## config.mk

```make
export PLATFORM = sky130hd
export DESIGN_NAME = reflet_mem_bridge_flat
export DESIGN_NICKNAME = d
export VERILOG_FILES = /design/src/rtl/reflet_mem_bridge_if.sv /design/src/rtl/reflet_mem_bridge.sv /design/src/flat_wrapper.sv
export SDC_FILE = /design/constraint.sdc
export NUM_CORES = 1
export LEC_CHECK = 0
export BUFFER_PORTS_ARGS = -buffer_cell sky130_fd_sc_hd__buf_4
export CORE_UTILIZATION = 35
export DETAILED_ROUTE_END_ITERATION = 8
export PLACE_DENSITY_LB_ADDON = 0.12
export SLEW_MARGIN = 20
export SYNTH_ARGS = -nofsm -noshare
export SYNTH_HDL_FRONTEND = slang
export SYNTH_SLANG_ARGS = --single-unit
```

## constraint.sdc

```tcl
create_clock -name clk -period 4.15 [get_ports clk]
set_clock_uncertainty 0.05 [all_clocks]
set_input_delay 0.83 -clock clk [delete_from_list [all_inputs] [get_ports clk]]
set_output_delay 0.83 -clock clk [all_outputs]
set_load 0.02 [all_outputs]
```

## src/rtl/reflet_mem_bridge_if.sv

```systemverilog
// reflet_mem_bridge_if: request/acknowledge memory bus between the bridge (master) and a memory slave
// Signals: mem_req/mem_we/mem_addr/mem_wdata driven by master; mem_rdata/mem_ack driven by slave.
interface reflet_mem_bridge_if #(parameter int wordsize = 16);
  logic mem_req, mem_we, mem_ack;
  logic [wordsize-1:0] mem_addr, mem_wdata, mem_rdata;
  modport master(output mem_req, mem_we, mem_addr, mem_wdata, input mem_rdata, mem_ack);
  modport slave(input mem_req, mem_we, mem_addr, mem_wdata, output mem_rdata, mem_ack);
endinterface

```

## src/rtl/reflet_mem_bridge.sv

```systemverilog
// reflet_mem_bridge: synchronous-RAM port to request/acknowledge bus bridge with CPU step-enable
// Ports: clk, reset (async, active-high); enable (run enable); cpu_addr/cpu_data_out/cpu_write_en from
// the access unit; cpu_data_in (registered read data) and cpu_enable (one-cycle step pulse) back to it;
// mem (master side of the memory bus); bus_error (sticky timeout flag).
// Optional: define REFLET_MEM_BRIDGE_TIMEOUT_EN to abort transfers after timeout_cycles unacknowledged
// WAIT cycles; otherwise WAIT lasts until mem_ack and bus_error is tied low.
module reflet_mem_bridge #(
  parameter int wordsize = 16,
  parameter int timeout_cycles = 255
) (
  input  logic                clk,
  input  logic                reset,
  input  logic                enable,
  input  logic [wordsize-1:0] cpu_addr,
  input  logic [wordsize-1:0] cpu_data_out,
  input  logic                cpu_write_en,
  output logic [wordsize-1:0] cpu_data_in,
  output logic                cpu_enable,
  output logic                bus_error,
  reflet_mem_bridge_if.master mem
);
  typedef enum logic [1:0] {ISSUE = 2'd0, WAIT = 2'd1, STEP = 2'd2} state_t;
  state_t state_q, state_d;
  logic req_q, req_d, we_q, we_d, en_q, en_d, issue, done, timeout;
  logic [wordsize-1:0] addr_q, addr_d, wdata_q, wdata_d, rd_q, rd_d;
  if (timeout_cycles < 1) begin : g_bad_timeout
    $error("timeout_cycles must be >= 1");
  end
`ifdef REFLET_MEM_BRIDGE_TIMEOUT_EN
  localparam int cw = $clog2(timeout_cycles + 1);
  logic [cw-1:0] cnt_q, cnt_d;
  logic err_q, err_d;
  assign timeout = state_q == WAIT && !mem.mem_ack && cnt_q == cw'(timeout_cycles - 1);
  // counter restarts on every ISSUE and saturates instead of wrapping
  always_comb begin
    cnt_d = state_q == ISSUE ? '0 : state_q == WAIT && !mem.mem_ack && cnt_q != '1 ? cnt_q + 1'b1 : cnt_q;
    err_d = err_q | timeout;
  end
  always_ff @(posedge clk or posedge reset)
    if (reset) begin
      cnt_q <= '0;
      err_q <= 1'b0;
    end else begin
      cnt_q <= cnt_d;
      err_q <= err_d;
    end
  assign bus_error = err_q;
`else
  assign timeout = 1'b0;
  assign bus_error = 1'b0;
`endif
  always_ff @(posedge clk or posedge reset)
    if (reset) state_q <= ISSUE;
    else state_q <= state_d;
  // an acknowledge always wins over a simultaneous timeout
  always_comb
    state_d = state_q == ISSUE ? (enable ? WAIT : ISSUE)
            : state_q == WAIT ? (mem.mem_ack || timeout ? STEP : WAIT)
            : ISSUE;
  always_comb begin
    issue = state_q == ISSUE && enable;
    done = state_q == WAIT && (mem.mem_ack || timeout);
    req_d = issue | (req_q & ~done);
    we_d = issue ? cpu_write_en : we_q;
    addr_d = issue ? cpu_addr : addr_q;
    wdata_d = issue ? cpu_data_out : wdata_q;
    rd_d = done && !we_q ? (mem.mem_ack ? mem.mem_rdata : '0) : rd_q;
    en_d = state_d == STEP;
  end
  always_ff @(posedge clk or posedge reset)
    if (reset) begin
      req_q <= 1'b0;
      we_q <= 1'b0;
      addr_q <= '0;
      wdata_q <= '0;
      rd_q <= '0;
      en_q <= 1'b0;
    end else begin
      req_q <= req_d;
      we_q <= we_d;
      addr_q <= addr_d;
      wdata_q <= wdata_d;
      rd_q <= rd_d;
      en_q <= en_d;
    end
  assign mem.mem_req = req_q;
  assign mem.mem_we = we_q;
  assign mem.mem_addr = addr_q;
  assign mem.mem_wdata = wdata_q;
  assign cpu_data_in = rd_q;
  assign cpu_enable = en_q;
endmodule
```

## src/flat_wrapper.sv

```systemverilog
// flat-port wrapper written by rule: the top's interface ports become plain ports
module reflet_mem_bridge_flat 
#(
  parameter int wordsize = 16,
  parameter int timeout_cycles = 255
)
  (clk, reset, enable, cpu_addr, cpu_data_out, cpu_write_en, cpu_data_in, cpu_enable, bus_error, mem_mem_req, mem_mem_we, mem_mem_addr, mem_mem_wdata, mem_mem_rdata, mem_mem_ack);
  reflet_mem_bridge_if #(.wordsize(wordsize)) mem_i ();
  input  logic clk;
  input  logic reset;
  input  logic enable;
  input  logic [wordsize-1:0] cpu_addr;
  input  logic [wordsize-1:0] cpu_data_out;
  input  logic cpu_write_en;
  output logic [wordsize-1:0] cpu_data_in;
  output logic cpu_enable;
  output logic bus_error;
  output wire logic [$bits(mem_i.mem_req)-1:0] mem_mem_req;
  output wire logic [$bits(mem_i.mem_we)-1:0] mem_mem_we;
  output wire logic [$bits(mem_i.mem_addr)-1:0] mem_mem_addr;
  output wire logic [$bits(mem_i.mem_wdata)-1:0] mem_mem_wdata;
  input wire logic [$bits(mem_i.mem_rdata)-1:0] mem_mem_rdata;
  input wire logic [$bits(mem_i.mem_ack)-1:0] mem_mem_ack;
  assign mem_mem_req = mem_i.mem_req;
  assign mem_mem_we = mem_i.mem_we;
  assign mem_mem_addr = mem_i.mem_addr;
  assign mem_mem_wdata = mem_i.mem_wdata;
  assign mem_i.mem_rdata = mem_mem_rdata;
  assign mem_i.mem_ack = mem_mem_ack;
  reflet_mem_bridge #(.wordsize(wordsize), .timeout_cycles(timeout_cycles)) u_core (.clk(clk), .reset(reset), .enable(enable), .cpu_addr(cpu_addr), .cpu_data_out(cpu_data_out), .cpu_write_en(cpu_write_en), .cpu_data_in(cpu_data_in), .cpu_enable(cpu_enable), .bus_error(bus_error), .mem(mem_i));
endmodule
```

== Yosys cells after proc, flatten, opt, wreduce, memory -nomap -nowiden ==
Index checks and enable logic that the tools add are counted.

* Flip-flop bits (word level): 53
* Input port bits: 53
* Word-level logic and storage cells: 22

* Equal/unequal tests: 2
* Mux-type cells: 5
* Bitwise logic cells: 3
* Reduce and logical (&&, ||, !) cells: 5

{| class="wikitable"
|+ Operators with widths
! operator !! number
|-
| $mux 16 || 1
|-
| $mux 2 || 3
|-
| $logic_and 1x1->1 || 3
|-
| $eq 2x1->1 const B || 1
|-
| $eq 2x2->1 const B || 1
|-
| $logic_not 2->1 || 1
|-
| $and 1x1->1 || 1
|-
| $logic_not 1->1 || 1
|-
| $mux 1 || 1
|-
| $not 1->1 || 1
|-
| $or 1x1->1 || 1
|}

== Logic depth before layout (Yosys ltp) ==
Gate-level depths: netlist of run 1.

* Depth in word-level cells: 5
* Depth in mapped cells: 5

== Worst setup path after synthesis of run 1 ==
Ideal clock, no wire load.

* Path kind: input port to flip-flop
* From: in enable
* To: reg u_core.addr_q[0] (netlist: u_core.mem.mem_addr[0])
* Library setup time: 0.125 ns
* Arrival: 1.714 ns
* Required time: 3.975 ns
* Path slack: 2.261 ns
* Cell stages on the path: 3
* Path buffers: 1
* Path through: nor3b_2 > buf_2 > mux2_2

* Word-level cells in the longest chain between the ends: 1

{| class="wikitable"
|+ Ends and longest elaborated chain
! item !! line !! text
|-
| start: declaration || flat_wrapper.sv:11 || <nowiki>input logic enable;</nowiki>
|-
| $logic_and 1x1->1 || reflet_mem_bridge.sv:61 || <nowiki>issue = state_q == ISSUE && enable;</nowiki>
|-
| end signal: assignment || reflet_mem_bridge.sv:81 || <nowiki>addr_q <= addr_d;</nowiki>
|-
| end: declaration || reflet_mem_bridge.sv:25 || <nowiki>logic [wordsize-1:0] addr_q, addr_d, wdata_q, wdata_d, rd_q, rd_d;</nowiki>
|}

No other way between the ends.
A chain may end at the register's enable or synchronous reset.

== Final worst setup path of run 1 ==
* From: in enable
* To: reg u_core.wdata_q[13] (netlist: u_core.mem.mem_wdata[13])

* Word-level cells in the longest chain between the ends: 1

{| class="wikitable"
|+ Ends and longest elaborated chain
! item !! line !! text
|-
| $logic_and 1x1->1 || reflet_mem_bridge.sv:61 ||
|-
| end signal: assignment || reflet_mem_bridge.sv:82 || <nowiki>wdata_q <= wdata_d;</nowiki>
|-
| end: declaration || reflet_mem_bridge.sv:25 ||
|}

No other way between the ends.

==> flow_summary.ini, run 1 <==
[power]
switchingPower_mw = 0.862
clkPwrFrac_pct = 11.9
netSwitchingFraction_pct = 36.3
p_per_area_nw_per_um2 = 800
internal_power_mw = 1.51
peakVddDrop_mv = 0.316
p_comb_share_pct = 49.1
p_total_mw = 2.37
power_leakage_nw = 1.43
p_seq_share_pct = 38.9

[timing]
final_max_slew_viol_count = 0
relSlewSlack_pct = 40.5
setup_tns_ns = 0
worst_slew_pin_slew_ns = 0.892
max_freq_ghz = 0.479
finalSetupViolations = 0
fin_crit_ns = 2.09
hold_ws_ns = 0.463
post-route-period-util_pct = 50.3
rsz0062_at_grt = no
hold_viol = 0

[cts]
cts.htree.levels = 2
clk_pin_slew_worst_paths_ns = 0.08
insertion_delay_ns = 0.29
cts.sinks = 53
holdBufCountCts = 0
numCtsBuffers = 5
cts_tree = built
cts_root_buffer = clkbuf_8
post_cts_buffers = 0
max-clock-path-buffers = 2
cts_resized = 0

[critical_path]
crit_type = input port to register
path_cells = buf_4 -> nor3b_4 -> buf_4 -> mux2_2
critical_path_arrival_ns = 2.22
worstPathMaxFanout = 23
cpMostUsedCell = buf_4
cp-end-kind = register
critPathTopFamily = simple AND/OR/NAND/NOR gates
cp.required_ns = 4.28
path_buf_inv = 2
crit_slowest_cell = nor3b_4
max_stage_delay_ns = 0.50
start_kind = input port

[die]
core_area_um2 = 5570
initial_core_util_pct = 36.9
die_w_um = 78.6
dieHeight_um = 78.6
ioPinCount = 105
row_count = 27
die_area_um2 = 6180

[grt]
grt_antenna_before_repair = 0
grt_pass1_vias = 1366
grt_first_pass_wirelength_mm = 6.78
grt_max_degree = 54
grt_use_total_pct = 14.6
grt.overflow.total = 0

[detailed_routing]
drtIter0Drc = 43
wire_per_inst_um = 14.7
drc = 0
vias_per_cell = 4.45
ant_nets = 0
drtPass1Iterations = 4
wl_mm = 4.37
vias = 1327

[layout]
nets = 279
seq_area_um2 = 1330
syn_to_final_growth_pct = 44.3
diodes = 0
drive_gt1_share_pct = 72.1
fillers = 483
utilization_pct = 53.2
multi_input_area_um2 = 671
fin_cells = 298

[logic_synthesis]
synth_area_um2 = 2060
synth_fa_ha_area_share_pct = 0
yosysSeqAreaShare_pct = 64.5
yosys.area_share.simple_pct = 2.37
synth_top_family_by_area = multiplexers
synth_top_cell_by_area = dfrtp_1
synthXorXnorAreaFrac_pct = 0
syn_inst = 121
synth.area.top_cells = dfrtp_1 (65%), mux2_2 (21%), mux2_4 (7.3%)
synth-compound-area-share_pct = 1.10
postSynthAreaPerCell_um2 = 17.0
yosysTopAreaCellShare_pct = 64.5
yosys_warnings = 0
synth.mux.area_fraction_pct = 28.7
ys_ff_latch = 53
synthDistinctLibCells = 17
syn-num-nets = 174

[flow_run]
maxCapViolations = 0

[placed_design]
dp.cells = 291
place_hpwl_mm = 3.31
portBuffers = 103
gp_congestion = 0.708

[hold_path]
hold_path.class = register to register

[outcome]
status = completed
[path summary, 6_finish.rpt]
check	start	end	slack [ns]	cells after the start
setup / recovery	enable	u_core.mem.mem_wdata[13]$_DFFE_PP0P_	2.06	4
min in group asynchronous	reset	u_core.mem.mem_addr[6]$_DFFE_PP0P_	0.65	2
hold / removal	u_core.mem.mem_addr[1]$_DFFE_PP0P_	u_core.mem.mem_addr[1]$_DFFE_PP0P_	0.46	1
hold reg to reg	u_core.mem.mem_addr[1]$_DFFE_PP0P_	u_core.mem.mem_addr[1]$_DFFE_PP0P_	0.46	1
max in group asynchronous	reset	u_core.mem.mem_wdata[11]$_DFFE_PP0P_	2.88	2
setup reg to reg	u_core.state_q[1]$_DFF_PP0_	u_core.mem.mem_wdata[13]$_DFFE_PP0P_	2.18	3
[worst register-to-register path: cells and delay by family, from the launching register on]
family | cells | cell delay, ns
buffers and inverters | 1 | 0.41
muxes | 1 | 0.39
DFF | 1 | 0.46
and+or+nand+nor | 1 | 0.55
[through the flow]
step	worst slack (ns)	instance area (µm²)
finish	2.06	2970
global placement	1.80	2880
floorplan	1.98	2060
global route	1.96	2970
detailed placement	1.69	2880
CTS	2.00	2970
[metal layers]
| metal | share of wire (%) | track usage, % | wire length (µm) | up-vias |
|---|---|---|---|---|
| li1 | - | - | - | 623 |
| met1 | 40 | 17.2 | 1760 | 634 |
| met2 | 49 | 23.6 | 2150 | 60 |
| met3 | 8.3 | 5.70 | 363 | 10 |
| met4 | 2.2 | 6.30 | 97 | 0 |
| met5 | 0 | 0 | 0 | - |
[cell usage after synthesis]
cell type and n:
o21ai_0 2, and3b_2 1, buf_6 1, mux2_2 39, mux2_4 10, nor3b_2 1
conb_1 1, buf_2 3, and3b_1 1, inv_1 3, nor2_1 1, a21oi_1 1
dfrtp_1 53, buf_4 1, a211oi_1 1, nor2b_4 1, buf_12 1
[state kept, by name (all words and copies together), names as in the netlist]
signal                flops
u_core.cpu_data_in       16
u_core.mem.mem_addr      16
u_core.mem.mem_wdata     16
u_core.state_q            2
u_core.cpu_enable         1
u_core.mem.mem_req        1
u_core.mem.mem_we         1
[cells by family (layout without fill, tap and decap cells)]
family                 Yosys count  after routing
DFF                             53             53
muxes                           49             49
buffers and inverters            9            114
and+or+nand+nor                  5              5
AOI/OAI and AO/OA                4              4
other                            1              1
[power by group through the flow]
stage               Sequential (mW)  Combinational [mW]  Clock (mW)
detailed placement            0.936                1.18           0
floorplan                      1.23               0.368           0
finish                        0.924                1.17       0.284
global placement              0.927                1.15           0
global route                  0.960                1.24       0.323
CTS                           0.928                1.19       0.298
[cells in the final DEF, fill, tap and decap left out]
cell type	n
inv_1	2
nor2b_4	1
clkinv_2	1
conb_1	1
clkbuf_8	6
mux2_4	10
a21oi_1	1
dfrtp_1	53
a211oi_1	1
o21ai_0	2
and3b_1	1
buf_4	104
and3b_2	1
clkbuf_1	1
mux2_2	39
nor3b_4	1
nor2_1	1
[layout make-up]
class	count	share of cell area (%)
Multi-Input combinational cell	59	22.6
Clock buffer	7	2.91
Inverter	3	0.422
Timing Repair Buffer	104	26.3
Sequential cell	53	44.7
Tap cell	72	3.04
Power figures use the tool's default switching activity.
==> run 2: changes to the inputs <==
--- a/config.mk
+++ b/config.mk
@@ -5,6 +5,7 @@
 export SDC_FILE = /design/constraint.sdc
 export NUM_CORES = 1
 export LEC_CHECK = 0
+export ABC_AREA = 1
 export BUFFER_PORTS_ARGS = -buffer_cell sky130_fd_sc_hd__buf_4
 export CORE_UTILIZATION = 35
 export DETAILED_ROUTE_END_ITERATION = 8
==> constraint.sdc (replaced) <==
create_clock -name clk -period 1.8 [get_ports clk]
set_clock_uncertainty 0.05 [all_clocks]
set_input_delay 0.36 -clock clk [delete_from_list [all_inputs] [get_ports clk]]
set_output_delay 0.36 -clock clk [all_outputs]
set_load 0.02 [all_outputs]
==> run 2 against run 1 <==
  * Die area rose by 9.5%
  * Register-to-register slack got worse by 1.7 ns
  * Hold slack got worse by 0.41 ns
  * Combinational power rose by 99%
  * Power rose by 110%
  * Design area rose by 6.4%
  * Global-route usage fell by 0.36 points
  * Synthesized cell count rose by 88%
  * Sequential cell count did not move
  * Clock power rose by 130%
  * Largest cell class unchanged
  * Synthesized area rose by 9.8%
  * Utilization fell by 1.2 points
==> flow_summary.ini, run 2 <==
[cts]
numCtsBuffers = 5
cts.sinks = 53
holdBufCountCts = 0
clk_pin_slew_worst_paths_ns = 0.09
cts_resized = 0
max-clock-path-buffers = 2
insertion_delay_ns = 0.30
cts.htree.levels = 2
cts_tree = built
cts_root_buffer = clkbuf_8
post_cts_buffers = 0

[detailed_routing]
ant_nets = 0
vias = 1760
drtIter0Drc = 57
wl_mm = 4.55
drtPass1Iterations = 4
vias_per_cell = 4.38
wire_per_inst_um = 11.3
drc = 0

[logic_synthesis]
yosysSeqAreaShare_pct = 58.8
syn-num-nets = 280
synth-edff-count = 0
synth-main-ff-cell = dfrtp_1
async_flop_share_pct = 100
syn_inst = 227
synth_area_um2 = 2260
synthTopCellsByCount = nand2_1 (63), dfrtp_1 (53), inv_1 (36)
synth.area.top_cells = dfrtp_1 (59%), nand2_1 (10%), o21ai_2 (7.8%)
postSynthAreaPerCell_um2 = 9.94
ys_ff_latch = 53
synth_top_cell_by_area = dfrtp_1
synthDistinctLibCells = 20
yosysMostFrequentCell = nand2_1
yosys_warnings = 0
yosysTopAreaCellShare_pct = 58.8

[layout]
mostFrequentLayoutCells = buf_4 (103), nand2_1 (63), dfrtp_1 (53)
final_common_cell = buf_4
nets = 380
diodes = 0
syn_to_final_growth_pct = 39.8
drive_gt1_share_pct = 44.0

[critical_path]
crit_type = register to register
r2r-start = u_core.state_q[0]$_DFF_PP0_
ff2ff_setup_slack_ns = 0.45
critical_path_arrival_ns = 1.51
ff2ff_path_depth = 4
cp-end-kind = register
start_kind = register
worstPathMaxFanout = 24
rr_endpoint = u_core.mem.mem_addr[1]$_DFFE_PP0P_
cp.required_ns = 1.96

[outcome]
status = completed

[power]
peakVddDrop_mv = 0.669
p_seq_share_pct = 39.9
switchingPower_mw = 1.98
clkPwrFrac_pct = 13.2
p_per_area_nw_per_um2 = 1570
p_comb_share_pct = 46.9
internal_power_mw = 2.99
netSwitchingFraction_pct = 39.9
power_leakage_nw = 1.75

[timing]
final_max_slew_viol_count = 0
layout_setup_ws_ns = 0.449
fin_crit_ns = 1.35
setup_tns_ns = 0
max_freq_ghz = 0.740
post-route-period-util_pct = 75.1
hold_viol = 0
finalSetupViolations = 0
rsz0062_at_grt = no

[placed_design]
gp_congestion = 0.696
pre_cts_ws_ns = 0.440
place_hpwl_mm = 3.23
portBuffers = 103

[grt]
grt_first_pass_wirelength_mm = 7.13
grt_max_degree = 54
grt_use_total_pct = 14.2
grt.met2_usage_pct = 22.5
grt_pass1_vias = 1618
top_usage_layer = met2
grt.overflow.total = 0
use_met1_pct = 17.3
use_met3_pct = 4.73
grt_antenna_before_repair = 0

[die]
initial_core_util_pct = 37.2
row_count = 28
ioPinCount = 105
dieHeight_um = 82.3
die_w_um = 82.3
die_area_um2 = 6770
core_area_um2 = 6060

[hold_path]
hold_path.class = input port to async pin

[flow_run]
maxCapViolations = 0
run 2: kinds of logic (layout without fill, tap and decap cells):
group | Yosys count | in the layout | synth area share [%]
flip-flops | 53 | 53 | 58.8
AO/OA/AOI/OAI | 34 | 34 | 11.0
buffers and inverters | 52 | 152 | 11.6
other | 1 | 1 | 0.166
AND/OR/NAND/NOR | 87 | 87 | 18.5
run 2: cell type report:
| class | instances | area (µm²) |
|---|---|---|
| multi-input cells | 122 | 669 |
| fillers | 583 | 2910 |
| repair buffers | 106 | 833 |
| flip-flops and latches | 53 | 1330 |
| inverters | 39 | 146 |
| well taps | 75 | 93.8 |
| clock buffers | 7 | 86.3 |
run 2: metrics by stage:
| stage | utilization, % | power [mW] | cell area, µm² | instances | hold WS, ns |
|---|---|---|---|---|---|
| final | 52.1 | 4.97 | 3160 | 402 | 0.0494 |
| after global routing | 52.1 | 5.34 | 3160 | 402 | 0.0722 |
| after CTS | 52.1 | 5.05 | 3160 | 402 | 0.0579 |
| after detailed placement | 50.6 | 4.38 | 3070 | 395 | 0.391 |
| after global placement | 50.6 | 4.34 | 3070 | 395 | 0.393 |
| after floorplan | - | 3.37 | 2260 | 227 | 0.451 |
run 2: layer usage:
layer	routed length (µm)	share of wire, %	up-vias
li1	-	-	901
met1	2000	44	788
met2	2050	45	63
met3	410	9.0	8
met4	95	2.1	0
met5	0	0	-
run 2: worst max path at each step:
stage,start,to,cells past startpoint
after floorplan,reset,u_core.cpu_data_in[0]$_DFFE_PP0P_,1
after global placement,u_core.mem.mem_we$_DFFE_PP0P_,u_core.cpu_data_in[9]$_DFFE_PP0P_,4
after detailed placement,u_core.state_q[1]$_DFF_PP0_,u_core.mem.mem_addr[1]$_DFFE_PP0P_,4
after CTS,u_core.state_q[0]$_DFF_PP0_,u_core.mem.mem_addr[1]$_DFFE_PP0P_,4
after global routing,u_core.mem.mem_we$_DFFE_PP0P_,u_core.cpu_data_in[12]$_DFFE_PP0P_,4
final,u_core.state_q[0]$_DFF_PP0_,u_core.mem.mem_addr[1]$_DFFE_PP0P_,4
run 2: critical path, stage by stage (launching register included):
cell and delay, ns:
dfrtp_1 0.42, inv_2 0.12, nand3_4 0.24, buf_12 0.25, o21ai_0 0.17
run 2: power groups by stage:
stage / Sequential (mW) / Combinational (mW) / Clock [mW]
after detailed placement: 2.01 / 2.37 / 0
after floorplan: 2.59 / 0.783 / 0
after CTS: 1.99 / 2.37 / 0.695
after global placement: 2.00 / 2.34 / 0
after global routing: 2.05 / 2.55 / 0.742
final: 1.98 / 2.33 / 0.657
==> run 3: changes to the inputs <==
==> constraint.sdc (replaced) <==
create_clock -name clk -period 1.4 [get_ports clk]
set_clock_uncertainty 0.05 [all_clocks]
set_input_delay 0.28 -clock clk [delete_from_list [all_inputs] [get_ports clk]]
set_output_delay 0.28 -clock clk [all_outputs]
set_load 0.02 [all_outputs]
==> run 3 against run 2 <==
  * Cell count up 1.0%
  * Sequential share of layout area shrank 0.41 points
  * Clock-buffer cell count did not move
  * Sequential power rose by 29%
  * Largest cell class unchanged
  * Via count rose by 0.97%
  * First-iteration DRC count is 1.8% higher
  * Setup slack worse by 0.26 ns
  * Register-to-register slack worse by 0.24 ns
  * Global-route usage up 1.6 points
  * Utilization up 0.52 points
  * Die area unchanged
  * Combinational power rose by 30%
==> flow_summary.ini, run 3 (synthesized netlist as in run 2, its figures left out) <==
[critical_path]
r2r-start = u_core.state_q[0]$_DFF_PP0_
cp.required_ns = 1.07
worstPathMaxFanout = 3
ff2ff_setup_slack_ns = 0.21
rr_endpoint = u_core.mem.mem_addr[0]$_DFFE_PP0P_
path_buf_inv = 1
start_kind = register
critPathTopFamily = flip-flops
critical_path_arrival_ns = 0.88
max_stage_delay_ns = 0.41
crit_type = register to output pin
startpoint = u_core.mem.mem_we$_DFFE_PP0P_
crit_slowest_cell = dfrtp_1
cp-end-kind = output pin
path_cells = buf_4
ff2ff_path_depth = 5

[grt]
grt_pass1_vias = 1774
grt_use_total_pct = 15.8
use_met1_pct = 18.2
grt_first_pass_wirelength_mm = 8.06
top_usage_layer = met2
use_met3_pct = 4.73
grt.overflow.total = 0
grt_max_degree = 60
grt_antenna_before_repair = 0
grt.met2_usage_pct = 27.6

[layout]
fin_cells = 406
nets = 383
fillers = 598
utilization_pct = 52.6
mostFrequentLayoutCells = buf_4 (106), nand2_1 (63), dfrtp_1 (53)
syn_to_final_growth_pct = 41.2
drive_gt1_share_pct = 44.7
diodes = 0
final_common_cell = buf_4

[cts]
cts.sinks = 53
cts_tree = built
max-clock-path-buffers = 2
numCtsBuffers = 5
cts_root_buffer = clkbuf_8
cts.htree.levels = 2
clk_pin_slew_worst_paths_ns = 0.09
insertion_delay_ns = 0.30

[detailed_routing]
drtIter0Drc = 58
wl_mm = 4.80
wire_per_inst_um = 11.8
drc = 0
vias = 1777
drtPass1Iterations = 4
ant_nets = 0
vias_per_cell = 4.38

[power]
peakVddDrop_mv = 0.918
switchingPower_mw = 2.59
clkPwrFrac_pct = 14.3
p_seq_share_pct = 39.3
netSwitchingFraction_pct = 39.9
p_comb_share_pct = 46.5
internal_power_mw = 3.91
p_per_area_nw_per_um2 = 2040
power_leakage_nw = 1.77

[timing]
finalSetupViolations = 0
layout_setup_ws_ns = 0.189
post-route-period-util_pct = 86.5
hold_viol = 0
setup_tns_ns = 0
rsz0062_at_grt = no
fin_crit_ns = 1.21
max_freq_ghz = 0.826
final_max_slew_viol_count = 0

[die]
initial_core_util_pct = 37.2
core_area_um2 = 6060
die_w_um = 82.3
row_count = 28
dieHeight_um = 82.3
ioPinCount = 105
die_area_um2 = 6770

[placed_design]
pre_cts_ws_ns = 0.210
gp_congestion = 0.671
portBuffers = 103
place_hpwl_mm = 3.36
dp.cells = 397

[flow_run]
maxCapViolations = 0

[hold_path]
worstHoldPathCells = 3
hold_end = u_core.mem.mem_wdata[2]$_DFFE_PP0P_
hold_path.class = input port to register
min-delay-start = cpu_data_out[2]

[outcome]
status = completed
run 3: cell types whose count changed in the layout (fill, tap and decap cells not counted), sizes merged:
cell | previous run | this run
buf | 106 | 108
clkinv | 0 | 1
clkinvlp | 0 | 1
dlygate4sd3 | 0 | 1
inv | 39 | 38
run 3: area by class of cell:
class	count	area, µm²	share of cell area [%]
well taps	75	93.8	2.94
clock buffers	7	96.3	3.02
clock inverters	1	5.00	0.157
flip-flops and latches	53	1330	41.6
repair buffers	109	846	26.5
multi-input cells	122	669	21.0
inverters	39	150	4.71
run 3: power groups by stage:
stage	Clock (mW)	Combinational [mW]	Sequential, mW
finish	0.928	3.02	2.55
global route	1.03	3.34	2.64
CTS	0.977	3.08	2.56
detailed placement	0	3.07	2.58
global placement	0	3.03	2.56
floorplan	0	1.01	3.33
run 3: metrics by stage:
stage                     area (µm²)  hold WS [ns]  power, mW
after floorplan                 2260         0.291       4.33
after detailed placement        3080         0.330       5.66
after CTS                       3190         0.152       6.61
final                           3190         0.166       6.50
after global routing            3190         0.158       7.01
after global placement          3080         0.332       5.59
run 3: how the worst max path moves through the flow:
| stage | to | slack, ns | cells past startpoint |
|---|---|---|---|
| final | mem_mem_we | 0.19 | 1 |
| after global routing | u_core.mem.mem_wdata[6]$_DFFE_PP0P_ | 0.09 | 5 |
| after CTS | mem_mem_we | 0.17 | 1 |
| after detailed placement | u_core.mem.mem_addr[10]$_DFFE_PP0P_ | 0.21 | 4 |
| after global placement | u_core.cpu_data_in[12]$_DFFE_PP0P_ | 0.25 | 4 |
| after floorplan | u_core.cpu_data_in[15]$_DFFE_PP0P_ | 0.22 | 5 |
run 3: timing repair:
| action | in CTS | in global routing |
|---|---|---|
| endpoints found under the hold margin | 28 | 0 |
| hold buffers | 1 | 0 |
| buffers inserted | 0 | 0 |
| resized for setup | 0 | 0 |
run 3: per-layer routing:
metal | vias up | share of wire [%] | wire (µm)
met1 | 801 | 44 | 2100
met5 | - | 0 | 0
met3 | 8 | 7.5 | 361
met4 | 0 | 1.5 | 70
met2 | 59 | 47 | 2260
li1 | 909 | - | -
run 3: worst min-delay path, delay by kind of cell:
family                 cells  cell delay, ns
buffers and inverters      2            0.15
AO/OA/AOI/OAI              1            0.05
